File: config.mk
export PLATFORM = sky130hd
export DESIGN_NAME = eth_tx_framer
export DESIGN_NICKNAME = d
export VERILOG_FILES = /design/src/rtl/eth_pkg.sv /design/src/rtl/crc_n.sv /design/src/rtl/eth_tx_framer.sv
export SDC_FILE = /design/constraint.sdc
export NUM_CORES = 1
export LEC_CHECK = 0
export CORE_AREA = 5 5 104 106
export DETAILED_ROUTE_END_ITERATION = 8
export DIE_AREA = 0 0 109 111
export GPL_ROUTABILITY_DRIVEN = 0
export PLACE_DENSITY = 0.69
export SETUP_SLACK_MARGIN = 0.15
export SLEW_MARGIN = 10
export SYNTH_ARGS = -nofsm -noshare
export SYNTH_HDL_FRONTEND = slang
export SYNTH_HIERARCHICAL = 1
export SYNTH_SLANG_ARGS = --single-unit
File: constraint.sdc
create_clock -name clk -period 8.1 [get_ports clk]
set_input_delay 2.43 -clock clk [delete_from_list [all_inputs] [get_ports clk]]
set_output_delay 2.43 -clock clk [all_outputs]
set_load 0.05 [all_outputs]
File: src/rtl/eth_pkg.sv
// ---------------------------------------------------------------------------
// eth_pkg
// Shared definitions for the Ethernet transmit path: framer state encoding,
// line constants, CRC-32 constants and the FCS byte-ordering helper.
// ---------------------------------------------------------------------------
package eth_pkg;

    typedef enum logic [2:0] {
        ST_IDLE,
        ST_PRE,
        ST_SFD,
        ST_DATA,
        ST_PAD,
        ST_FCS,
        ST_IFG,
        ST_DROP
    } eth_state_t;

    localparam logic [7:0]  ETH_PREAMBLE    = 8'h55;
    localparam logic [7:0]  ETH_SFD         = 8'hD5;
    localparam logic [7:0]  ETH_PAD         = 8'h00;

    localparam logic [31:0] ETH_CRC_INIT    = 32'hFFFF_FFFF;
    localparam logic [31:0] ETH_CRC_POLY    = 32'h04C1_1DB7;
    // Register value a receiver sees after running data+FCS through crc_n.
    localparam logic [31:0] ETH_CRC_RESIDUE = 32'hC704_DD7B;

    // FCS byte k on the line: bit i = ~crc[31-8k-i].
    function automatic logic [7:0] fcs_byte(input logic [31:0] crc, input logic [1:0] k);
        logic [7:0] raw;
        case (k)
            2'd0:    raw = crc[31:24];
            2'd1:    raw = crc[23:16];
            2'd2:    raw = crc[15:8];
            default: raw = crc[7:0];
        endcase
        return ~{raw[0], raw[1], raw[2], raw[3], raw[4], raw[5], raw[6], raw[7]};
    endfunction

endpackage

File: src/rtl/crc_n.sv
// ---------------------------------------------------------------------------
// crc_n
// Byte-wide Ethernet CRC-32 generator. The register is kept in MSB-first
// form while each data byte is absorbed LSB first (line bit order).
// Ports:
//   clk      in   clock
//   rst      in   synchronous, active-high: register <= 0xFFFFFFFF
//   crc_en   in   absorb data_in this cycle
//   data_in  in   8-bit data byte
//   crc_out  out  current CRC register
// ---------------------------------------------------------------------------
module crc_n
    import eth_pkg::*;
(
    input  logic        clk,
    input  logic        rst,
    input  logic        crc_en,
    input  logic [7:0]  data_in,
    output logic [31:0] crc_out
);

    logic [31:0] crc_q;
    logic [31:0] crc_next;
    logic [7:0]  d;

    always_comb begin
        crc_next = crc_q;
        d        = data_in;
        for (int unsigned i = 0; i < 8; i++) begin
            if (crc_next[31] ^ d[0]) begin
                crc_next = {crc_next[30:0], 1'b0} ^ ETH_CRC_POLY;
            end else begin
                crc_next = {crc_next[30:0], 1'b0};
            end
            d = {1'b0, d[7:1]};
        end
    end

    always_ff @(posedge clk) begin
        if (rst) begin
            crc_q <= ETH_CRC_INIT;
        end else if (crc_en) begin
            crc_q <= crc_next;
        end
    end

    assign crc_out = crc_q;

endmodule

File: src/rtl/eth_tx_framer.sv
// ---------------------------------------------------------------------------
// eth_tx_framer
// Wraps a valid/ready/last byte stream into a full Ethernet frame on a
// GMII-style line: preamble, SFD, data, zero pad to MIN_FRAME, FCS, IFG.
// A missing byte mid-frame aborts with a tx_er marker and the rest of the
// frame is drained silently.
// Ports:
//   clk       in   byte clock
//   rst_n     in   synchronous, active-low reset
//   s_data    in   frame byte (destination MAC first)
//   s_valid   in   s_data valid
//   s_last    in   final byte of frame
//   s_ready   out  byte accepted this cycle (DATA / DROP only)
//   tx_data   out  line byte (registered)
//   tx_en     out  line byte valid (registered)
//   tx_er     out  abort marker (registered)
//   busy      out  state is not IDLE
//   underrun  out  one-cycle pulse on a mid-frame abort
// ---------------------------------------------------------------------------
module eth_tx_framer
    import eth_pkg::*;
#(
    parameter int unsigned MIN_FRAME      = 60,
    parameter int unsigned IFG_BYTES      = 12,
    parameter int unsigned PREAMBLE_BYTES = 7
) (
    input  logic       clk,
    input  logic       rst_n,
    input  logic [7:0] s_data,
    input  logic       s_valid,
    input  logic       s_last,
    output logic       s_ready,
    output logic [7:0] tx_data,
    output logic       tx_en,
    output logic       tx_er,
    output logic       busy,
    output logic       underrun
);

    localparam logic [11:0] MIN_W    = 12'(MIN_FRAME);
    localparam logic [7:0]  PRE_LAST = 8'(PREAMBLE_BYTES - 1);
    // The IDLE cycle that precedes PRE is itself one idle byte-time, so the
    // IFG state only covers the remaining IFG_BYTES-1.
    localparam logic [7:0]  IFG_LAST = 8'(IFG_BYTES - 2);
    localparam eth_state_t  AFTER_TX = (IFG_BYTES > 1) ? ST_IFG : ST_IDLE;

    eth_state_t  state, state_next;
    logic [10:0] cnt, cnt_d, cnt_sat;
    logic [11:0] cnt_inc;
    logic [7:0]  tcnt, tcnt_d;
    logic [7:0]  tx_data_d;
    logic        tx_en_d, tx_er_d, underrun_d;
    logic        ready_c;
    logic        crc_en;
    logic        crc_rst_q;
    logic [31:0] crc_out;

    assign cnt_inc = {1'b0, cnt} + 12'd1;
    assign cnt_sat = (cnt == '1) ? cnt : cnt_inc[10:0];

    always_comb begin
        state_next = state;
        cnt_d      = cnt;
        tcnt_d     = tcnt;
        tx_data_d  = '0;
        tx_en_d    = 1'b0;
        tx_er_d    = 1'b0;
        underrun_d = 1'b0;
        crc_en     = 1'b0;
        ready_c    = 1'b0;
        case (state)
            ST_IDLE: begin
                if (s_valid) begin
                    state_next = ST_PRE;
                    tcnt_d     = '0;
                end
            end
            ST_PRE: begin
                tx_data_d = ETH_PREAMBLE;
                tx_en_d   = 1'b1;
                if (tcnt == PRE_LAST) begin
                    state_next = ST_SFD;
                end else begin
                    tcnt_d = tcnt + 8'd1;
                end
            end
            ST_SFD: begin
                tx_data_d  = ETH_SFD;
                tx_en_d    = 1'b1;
                cnt_d      = '0;
                tcnt_d     = '0;
                state_next = ST_DATA;
            end
            ST_DATA: begin
                ready_c = 1'b1;
                tx_en_d = 1'b1;
                if (s_valid) begin
                    tx_data_d = s_data;
                    crc_en    = 1'b1;
                    cnt_d     = cnt_sat;
                    if (s_last) begin
                        state_next = (cnt_inc < MIN_W) ? ST_PAD : ST_FCS;
                    end
                end else begin
                    tx_er_d    = 1'b1;
                    underrun_d = 1'b1;
                    state_next = ST_DROP;
                end
            end
            ST_PAD: begin
                tx_data_d = ETH_PAD;
                tx_en_d   = 1'b1;
                crc_en    = 1'b1;
                cnt_d     = cnt_sat;
                if (cnt_inc >= MIN_W) begin
                    state_next = ST_FCS;
                end
            end
            ST_FCS: begin
                tx_data_d = fcs_byte(crc_out, tcnt[1:0]);
                tx_en_d   = 1'b1;
                if (tcnt == 8'd3) begin
                    tcnt_d     = '0;
                    state_next = AFTER_TX;
                end else begin
                    tcnt_d = tcnt + 8'd1;
                end
            end
            ST_IFG: begin
                if (tcnt == IFG_LAST) begin
                    state_next = ST_IDLE;
                end else begin
                    tcnt_d = tcnt + 8'd1;
                end
            end
            ST_DROP: begin
                ready_c = 1'b1;
                if (s_valid && s_last) begin
                    tcnt_d     = '0;
                    state_next = AFTER_TX;
                end
            end
            default: state_next = ST_IDLE;
        endcase
    end

    always_ff @(posedge clk) begin
        if (!rst_n) begin
            state     <= ST_IDLE;
            cnt       <= '0;
            tcnt      <= '0;
            tx_data   <= '0;
            tx_en     <= 1'b0;
            tx_er     <= 1'b0;
            underrun  <= 1'b0;
            crc_rst_q <= 1'b1;
        end else begin
            state     <= state_next;
            cnt       <= cnt_d;
            tcnt      <= tcnt_d;
            tx_data   <= tx_data_d;
            tx_en     <= tx_en_d;
            tx_er     <= tx_er_d;
            underrun  <= underrun_d;
            crc_rst_q <= (state == ST_IDLE);
        end
    end

    assign s_ready = ready_c & rst_n;
    assign busy    = (state != ST_IDLE);

    // rst_n is also applied directly so the CRC is forced on every reset edge,
    // not only from the second one onwards.
    crc_n u_crc (
        .clk     (clk),
        .rst     (crc_rst_q | ~rst_n),
        .crc_en  (crc_en),
        .data_in (tx_data_d),
        .crc_out (crc_out)
    );

endmodule

==> summary.txt, run 1 <==
Run status
  – Status: finished, final reports clean

Setup path
  – Setup CP Type: in2out
  – Cell breakdown of the critical path: clkdlybuf4s50_1, buf_4, and3_1, clkdlybuf4s50_1
  – Critical path arrival: 4130 ps
  – Slowest Stage Delay on Critical Path: 810 ps
  – Critical path launch point type: primary input
  – Peak fanout along the critical path: 23
  – CP dominant cell by count: clkdlybuf4s50_1
  – Slowest cell on crit path: clkdlybuf4s50_1
  – Delay-heaviest family, CP: buffers and inverters
  – Req. time, crit path: 5670 ps
  – Setup crit end kind: primary output
  – Buffers plus inverters on the worst setup path: 3

Global routing
  – Vias in the first global route: 3128
  – First-pass GRT wire length: 16100 um
  – Pin count of the biggest net entering global routing: 42
  – GRT overflow: 0
  – GR Util All Layers: 16.76%
  – Initial antenna violation count: 0

STA
  – Final Slew Violations: 0
  – Hold slack: 524.7 ps
  – Final critical-path required period: 6565 ps
  – Least-Margin Pin Slew: 812.6 ps
  – Max Clock Freq: 152.3 MHz
  – Clock skew: 12.02 ps
  – Final Cycle Share: 81.05%
  – Setup TNS Final: 0 ps
  – RSZ-0062 raised after global routing: false
  – Final Hold Fails: 0
  – PnR worst setup slack: 1535 ps
  – Slew HR: 45.83%
  – Endpoints failing setup: 0

Logic synthesis
  – Synth cell types: 65
  – Post-synth top area share: 30.39%
  – Yosys top cell by area: dfxtp_1
  – EDFF count, synth: 0
  – Synth area leaders: dfxtp_1 (30%), xnor3_1 (7.9%), xnor2_4 (5.8%)
  – Primary FF master, synth: dfxtp_1
  – Most common cell in the netlist: dfxtp_1
  – Mean post-synth cell area: 9.957 um^2
  – Commonest cells post-synth: dfxtp_1 (65), a21oi_1 (25), nor2_1 (25), xnor2_1 (25), a211o_1 (23)
  – Sequential share of the synthesized area: 30.39%
  – Post-synthesis register bit count: 65
  – Ys Warns: 6
  – Asr flop ratio synth: 0%
  – Synthesized Nets: 448
  – Mapped Cells: 430
  – Cell area after synthesis: 0.004282 mm^2

Hold path
  – Worst hold-check path type: reg2reg

Final layout
  – Layout area overhead: 12.33%
  – Final Net Count: 459
  – Share of cells above drive strength 1: 11.21%
  – Final instance count without filler cells: 579
  – Antenna cell count: 0
  – Finished Core Util: 49.66%

Die
  – Cell row count: 36
  – DIE WIDTH: 109 um
  – Die area: 0.01210 mm^2
  – Placeable Area: 0.009684 mm^2
  – Initial Util: 44.21%
  – Die height: 111 um
  – Ports: 25

Pwr
  – Pwr per Cell Area: 282.5 mW/mm^2
  – Peak supply drop: 120.3 uV
  – Leak: 1.849 nW

Detailed routing
  – DR vias/cell: 5.542
  – Vias: 3209
  – Initial DRT Pass Iterations: 5
  – Final WL: 9803 um
  – Wire per inst: 16.93 um
  – DRT antenna net count: 0
  – DR DRC count: 0
  – Drt initial violations: 162

Clock network
  – Setup Buffers After CTS: 0
  – CTS Root Cell: clkbuf_8
  – Worst-path clk slew: 70 ps
  – CTS tree: yes
  – Clk sinks: 65
  – CTS H-tree lvls: 3
  – CTS buffer count: 9
  – Worst-Skew Late Latency: 350 ps
  – CTS hold repair buffers: 0
  – Post-cts resize count: 0
  – Clock buffer depth: 2

Placement
  – Place WS: 1536 ps
  – Hpwl dp: 6684 um
  – Number of port buffers: 24
  – Placed Instances: 563

Flow run
  – Max cap viols: 0
report_power, final:
part	switching, W	internal [W]
Combinational	0.000323	0.000359
Clock	0.000132	0.000189
Sequential	0.0000202	0.000336
Total	0.000475	0.000884
per-layer routing:
| layer | routed length (um) | track usage [%] | vias up |
|---|---|---|---|
| li1 | - | - | 1579 |
| met1 | 4429 | 21.94 | 1568 |
| met2 | 4945 | 27.23 | 50 |
| met3 | 293 | 3.553 | 12 |
| met4 | 135 | 5.556 | 0 |
| met5 | 0 | 0 | - |
registers in the layout, indices dropped and copies added, names as in the netlist, named ones only:
name / flops
u_crc/crc_out: 32
tx_data: 8
state: 2
cnt: 11
crc_rst_q: 1
tx_en: 1
underrun: 1
tcnt: 8
cell type report:
cell class,instances,area [um^2]
fillers,891,4875
flip-flops and latches,65,1301
repair buffers,27,262.8
inverters,11,41.29
well taps,133,166.4
clock inverters,5,77.57
multi-input cells,327,2809
clock buffers,11,151.4
worst paths after layout:
path | slack [ps] | cells past startpoint | startpoint | endpoint
hold / removal | 520 | 1 | u_crc/crc_out[22] | u_crc/crc_out[22]
setup / recovery | 1540 | 4 | rst_n | s_ready
hold reg to reg | 520 | 1 | u_crc/crc_out[22] | u_crc/crc_out[22]
setup reg to reg | 4580 | 10 | tcnt[0] | u_crc/crc_out[13]
metrics by stage:
| stage | area (um^2) | total power (W) |
|---|---|---|
| after floorplan | 4282 | 0.0009263 |
| after global placement | 4581 | 0.001035 |
| after detailed placement | 4581 | 0.001047 |
| after CTS | 4810 | 0.001368 |
| after global routing | 4810 | 0.001433 |
| final | 4810 | 0.001359 |
kinds of logic after synthesis:
group	count (synthesis)	share of synthesized area, %
xor gates and xnor gates	68	25.13
buffers and inverters	38	4.004
AOI/OAI and AO/OA	119	20.78
DFF	65	30.39
adders and majority gates	6	1.753
muxes	8	1.870
and+or+nand+nor	126	16.07
layout by cell type, fill, tap and decap left out, drive strengths merged, types with 9 or more instances in the layout:
| master | count |
|---|---|
| nor2 | 25 |
| xnor3 | 16 |
| o21ai | 21 |
| nor3 | 9 |
| and2 | 12 |
| nand3 | 9 |
| xnor2 | 37 |
| xor2 | 11 |
| a21oi | 25 |
| clkbuf | 11 |
| a211o | 23 |
| inv | 9 |
| clkdlybuf4s50 | 24 |
| dfxtp | 65 |
| nor2b | 15 |
| nand2 | 21 |
Note: power is estimated with default switching activity, not from simulation.
==> run 2: changes to the inputs <==
- PLACE_DENSITY: 0.69 -> 0.71
- clock period: 8.1 -> 5.95 ns (I/O delays scaled with it)
==> run 2 against run 1 <==
  * Flip-flop and latch count unchanged
  * Clock-buffer cell count increased by 2
  * First-iteration DRC count increased by 66%
  * Critical path type unchanged
  * Sequential share of layout area increased by 0.31 points
  * Largest cell class unchanged
  * Worst setup slack got worse by 580 ps
  * Cell area decreased by 1.1%
  * Combinational power increased by 36%
  * Register-to-register slack got worse by 2100 ps
  * Die area unchanged
  * Routed wire length decreased by 3.8%
==> summary.txt, run 2 (synthesis results as in run 1) <==
Run status
  – Status: finished, final reports clean

Final layout
  – Layout area overhead: 11.05%
  – # fillers: 905 (+1.6%)
  – Commonest non-fill, non-tap cell in the layout: dfxtp_1
  – Most frequent cells in the layout: dfxtp_1 (65), a21oi_1 (25), nor2_1 (25), xnor2_1 (25), clkdlybuf4s50_1 (24)
  – Antenna cell count: 0 (unchanged)
  – Storage element area: 0.001301 mm^2 (unchanged)
  – Final Net Count: 459 (unchanged)
  – Max FFs per register: 32 (unchanged)
  – Share of cells above drive strength 1: 10.76% (-0.45 points)
  – Footprint of the multi-input gates: 0.002809 mm^2 (unchanged)

Clock network
  – CTS buffer count: 9 (unchanged)
  – Worst-path clk slew: 60 ps (about the same)
  – CTS hold repair buffers: 0 (unchanged)
  – CTS tree: yes
  – Setup Buffers After CTS: 0 (unchanged)
  – Worst-Skew Late Latency: 330 ps (-20 ps)
  – Clock buffer depth: 2 (unchanged)
  – CTS Root Cell: clkbuf_8
  – Clk sinks: 65 (unchanged)
  – Post-cts resize count: 0 (unchanged)
  – CTS H-tree lvls: 3 (unchanged)

Die
  – DIE WIDTH: 109 um (unchanged)
  – Ports: 25 (unchanged)
  – Placeable Area: 0.009684 mm^2 (unchanged)
  – Die area: 0.01210 mm^2 (unchanged)
  – Initial Util: 44.21% (unchanged)
  – Cell row count: 36 (unchanged)
  – Die height: 111 um (unchanged)

Detailed routing
  – Initial DRT Pass Iterations: 7 (+2)
  – Final WL: 9428 um (-3.8%)
  – Drt initial violations: 269 (+66%)
  – Vias: 3258 (+1.5%)
  – Wire per inst: 16.28 um (-3.8%)
  – DR vias/cell: 5.627 (+1.5%)
  – DR DRC count: 0 (unchanged)
  – DRT antenna net count: 0 (unchanged)

Setup path
  – Buffers plus inverters on the worst setup path: 2 (-1)
  – Setup crit end kind: primary output
  – Slowest Stage Delay on Critical Path: 800 ps (about the same)
  – Slowest cell on crit path: clkdlybuf4s50_1
  – Setup CP Type: in2out
  – Cell breakdown of the critical path: clkdlybuf4s50_1, and3_1, clkdlybuf4s50_1
  – Delay-heaviest family, CP: buffers and inverters
  – Req. time, crit path: 4160 ps (-1510 ps)
  – Peak fanout along the critical path: 2 (-91%)
  – Critical path launch point type: primary input
  – CP dominant cell by count: clkdlybuf4s50_1
  – Critical path arrival: 3210 ps (-920 ps)

STA
  – Slew HR: 47.04% (+1.2 points)
  – Final critical-path required period: 4991 ps
  – RSZ-0062 raised after global routing: false
  – PnR worst setup slack: 958.7 ps (-576.5 ps)
  – Final Hold Fails: 0 (unchanged)
  – Final Slew Violations: 0 (unchanged)
  – Least-Margin Pin Slew: 794.4 ps (-18.21 ps)
  – Clock skew: 9.036 ps (-2.989 ps)
  – Max Clock Freq: 200.3 MHz
  – Final Cycle Share: 83.89%
  – Endpoints failing setup: 0 (unchanged)
  – Setup TNS Final: 0 ps (unchanged)

Placement
  – Place WS: 958.5 ps (-577.2 ps)
  – Number of port buffers: 24 (unchanged)
  – Hpwl dp: 6592 um (-1.4%)

Pwr
  – Peak supply drop: 155.4 uV (+29%)
  – Pwr per Cell Area: 367.6 mW/mm^2 (+30%)
  – Leak: 1.827 nW (-1.2%)

Global routing
  – First-pass GRT wire length: 15750 um (-2.2%)
  – GR Util All Layers: 16.12% (-0.64 points)
  – M2 GR Usage: 26.04% (-1.2 points)
  – GRT overflow: 0 (unchanged)
  – Met1 track demand over resource: 21.89% (-0.052 points)
  – Grt met3 use: 2.737% (-0.82 points)
  – Initial antenna violation count: 0 (unchanged)
  – Pin count of the biggest net entering global routing: 41 (-2.4%)
  – Vias in the first global route: 3182 (+1.7%)
  – Top Usage Layer GRT: met2

Flow run
  – Max cap viols: 0 (unchanged)

Hold path
  – Worst hold-check path type: reg2reg
[run 2: changes by cell type in the layout (fill, tap and decap cells not counted), sizes merged]
cell,change
bufinv,-2
clkbuf,+2
clkinv,+1
clkinvlp,-1
[run 2: final timing paths]
kind / to / cells after the start / startpoint / slack [ps]
max reg2reg: u_crc/crc_out[26] / 9 / tcnt[0] / 2510
min: u_crc/crc_out[0] / 1 / u_crc/crc_out[0] / 500
min reg2reg: u_crc/crc_out[0] / 1 / u_crc/crc_out[0] / 500
max: s_ready / 3 / rst_n / 960
[run 2: per-stage QoR]
step           util [%]  hold slack, ps  instances  cell area, um^2  power (W)
4_1_cts           49.10           505.0        579             4755   0.001763
2_1_floorplan         -           462.9        430             4282   0.001261
3_3_place_gp      47.30           476.8        563             4581   0.001405
5_1_grt           49.10           531.8        579             4755   0.001845
3_5_place_dp      47.30           492.7        563             4581   0.001421
6_report          49.10           500.8        579             4755   0.001748
[run 2: cell type report]
type / instances / area share, %
Inverter: 11 / 0.8684
Tap cell: 133 / 3.500
Clock buffer: 13 / 3.342
Timing Repair Buffer: 27 / 5.526
Clock inverter: 3 / 0.3158
Sequential cell: 65 / 27.37
Multi-Input combinational cell: 327 / 59.08
[run 2: routing by layer]
metal | share of wire, % | up-vias
met5 | 0 | -
met4 | 1.1 | 0
met3 | 4.2 | 10
met2 | 49 | 74
met1 | 46 | 1591
li1 | - | 1583
[run 2: report_power, final]
group | switching (W) | internal [W] | total [W] | leakage [nW]
sequential | 0.0000276 | 0.000457 | 0.000485 | 0.527
combinational | 0.000439 | 0.000488 | 0.000927 | 1.21
clock | 0.000164 | 0.000172 | 0.000336 | 0.0932
total | 0.000630 | 0.00112 | 0.00175 | 1.83
==> run 3: changes to the inputs <==
- PLACE_DENSITY: 0.71 -> 0.69
- clock period: 5.95 -> 4.7 ns (I/O delays scaled with it)
==> run 3 against run 2 <==
  * Die area did not move
  * Non-clock buffer count rose by 1
  * Clock-buffer cell count fell by 2
  * Largest power group unchanged
  * Clock skew fell by 1.2 ps
  * Sequential share of layout area fell by 0.34 points
  * Worst hold slack improved by 8.3 ps
==> summary.txt, run 3 (synthesis results as in run 1) <==
Clock network
  – CTS Root Cell: clkbuf_8
  – CTS buffer count: 9 (unchanged)
  – Clock buffer depth: 2 (unchanged)
  – Setup Buffers After CTS: 0 (unchanged)
  – Worst-path clk slew: 70 ps (about the same)
  – CTS tree: yes
  – Post-cts resize count: 0 (unchanged)
  – Clk sinks: 65 (unchanged)
  – CTS H-tree lvls: 3 (unchanged)
  – Worst-Skew Late Latency: 340 ps (about the same)
  – CTS hold repair buffers: 0 (unchanged)

Die
  – Initial Util: 44.21% (unchanged)
  – Placeable Area: 0.009684 mm^2 (unchanged)
  – Ports: 25 (unchanged)
  – DIE WIDTH: 109 um (unchanged)
  – Die height: 111 um (unchanged)
  – Cell row count: 36 (unchanged)
  – Die area: 0.01210 mm^2 (unchanged)

Final layout
  – # fillers: 902 (-0.33%)
  – Antenna cell count: 0 (unchanged)
  – Most frequent cells in the layout: dfxtp_1 (65), a21oi_1 (25), nor2_1 (25), xnor2_1 (25)
  – Share of cells above drive strength 1: 11.24% (+0.47 points)
  – Final Net Count: 460 (+0.22%)
  – Commonest non-fill, non-tap cell in the layout: dfxtp_1
  – Max FFs per register: 32 (unchanged)
  – Layout area overhead: 12.45%
  – Finished Core Util: 49.72% (+0.62 points)

Setup path
  – Peak fanout along the critical path: 9 (+7)
  – Critical path arrival: 4050 ps (+840 ps)
  – R2R setup slack: 1250 ps (-1260 ps)
  – Setup crit end kind: register
  – Critical path launch point type: primary input
  – Setup CP Type: in2reg
  – Req. time, crit path: 4930 ps (+770 ps)

STA
  – Least-Margin Pin Slew: 828.3 ps (+33.88 ps)
  – Final Cycle Share: 81.22%
  – PnR worst setup slack: 882.6 ps (-76.06 ps)
  – Final Slew Violations: 0 (unchanged)
  – Final Hold Fails: 0 (unchanged)
  – Hold slack: 509.1 ps (+8.263 ps)
  – Clock skew: 7.876 ps (-1.159 ps)
  – RSZ-0062 raised after global routing: false
  – Max Clock Freq: 262.0 MHz
  – Setup TNS Final: 0 ps (unchanged)
  – Slew HR: 44.44% (-2.6 points)
  – Final critical-path required period: 3817 ps
  – Endpoints failing setup: 0 (unchanged)

Global routing
  – Initial antenna violation count: 0 (unchanged)
  – GRT overflow: 0 (unchanged)
  – GR Util All Layers: 16.97% (+0.85 points)
  – Pin count of the biggest net entering global routing: 41 (unchanged)
  – First-pass GRT wire length: 16260 um (+3.2%)
  – Vias in the first global route: 3131 (-1.6%)

Placement
  – Number of port buffers: 24 (unchanged)
  – Hpwl dp: 6781 um (+2.9%)
  – Place WS: 541.0 ps (-417.5 ps)

Detailed routing
  – DRT antenna net count: 0 (unchanged)
  – Initial DRT Pass Iterations: 5 (-2)
  – Drt initial violations: 197 (-27%)
  – DR vias/cell: 5.590 (-0.66%)
  – Wire per inst: 16.71 um (+2.6%)
  – DR DRC count: 0 (unchanged)
  – Vias: 3231 (-0.83%)
  – Final WL: 9661 um (+2.5%)

Run status
  – Status: finished, final reports clean

Flow run
  – Max cap viols: 0 (unchanged)

Pwr
  – Leak: 1.855 nW (+1.5%)
  – Pwr per Cell Area: 483.1 mW/mm^2 (+31%)
  – Peak supply drop: 185.7 uV (+20%)

Hold path
  – Worst hold-check path type: reg2reg
==> run 3: area by class of cell <==
cell class	instances	area, um^2	share of cell area, %
Multi-Input combinational cell	327	2809	58.34
Tap cell	133	166.4	3.456
Inverter	11	41.29	0.8576
Clock inverter	3	65.06	1.351
Clock buffer	11	151.4	3.144
Timing Repair Buffer	28	280.3	5.821
Sequential cell	65	1301	27.03
==> run 3: worst max-delay path, stage by stage <==
cell,delay (ps)
clkdlybuf4s50_1,430
and4b_1,340
a211o_1,430
xnor2_4,320
xnor3_2,530
xnor3_1,370
a21bo_2,220
==> run 3: final timing paths <==
check	startpoint	end	depth (start not counted)
max reg2reg	tcnt[0]	u_crc/crc_out[13]	10
min	u_crc/crc_out[0]	u_crc/crc_out[0]	1
max	s_valid	u_crc/crc_out[13]	7
min reg2reg	u_crc/crc_out[0]	u_crc/crc_out[0]	1
==> run 3: through the flow <==
stage | total power (W) | cells | instance area (um^2)
after floorplan | 0.001596 | 430 | 4282
after global placement | 0.001794 | 564 | 4598
after detailed placement | 0.001810 | 564 | 4598
after CTS | 0.002353 | 578 | 4815
after global routing | 0.002463 | 578 | 4815
final | 0.002326 | 578 | 4815
==> run 3: routing by layer <==
layer	routed length (um)	vias up	GRT usage (%)
met5	0	-	0
met4	88	0	4.545
met3	471	10	4.077
met2	4748	76	27.27
met1	4353	1563	22.63
li1	-	1582	-
==> run 3: power breakdown <==
group	internal [W]	total, W	switching [W]
Sequential	0.000579	0.000614	0.0000353
Combinational	0.000620	0.00118	0.000561
Clock	0.000321	0.000531	0.000210
Total	0.00152	0.00233	0.000806
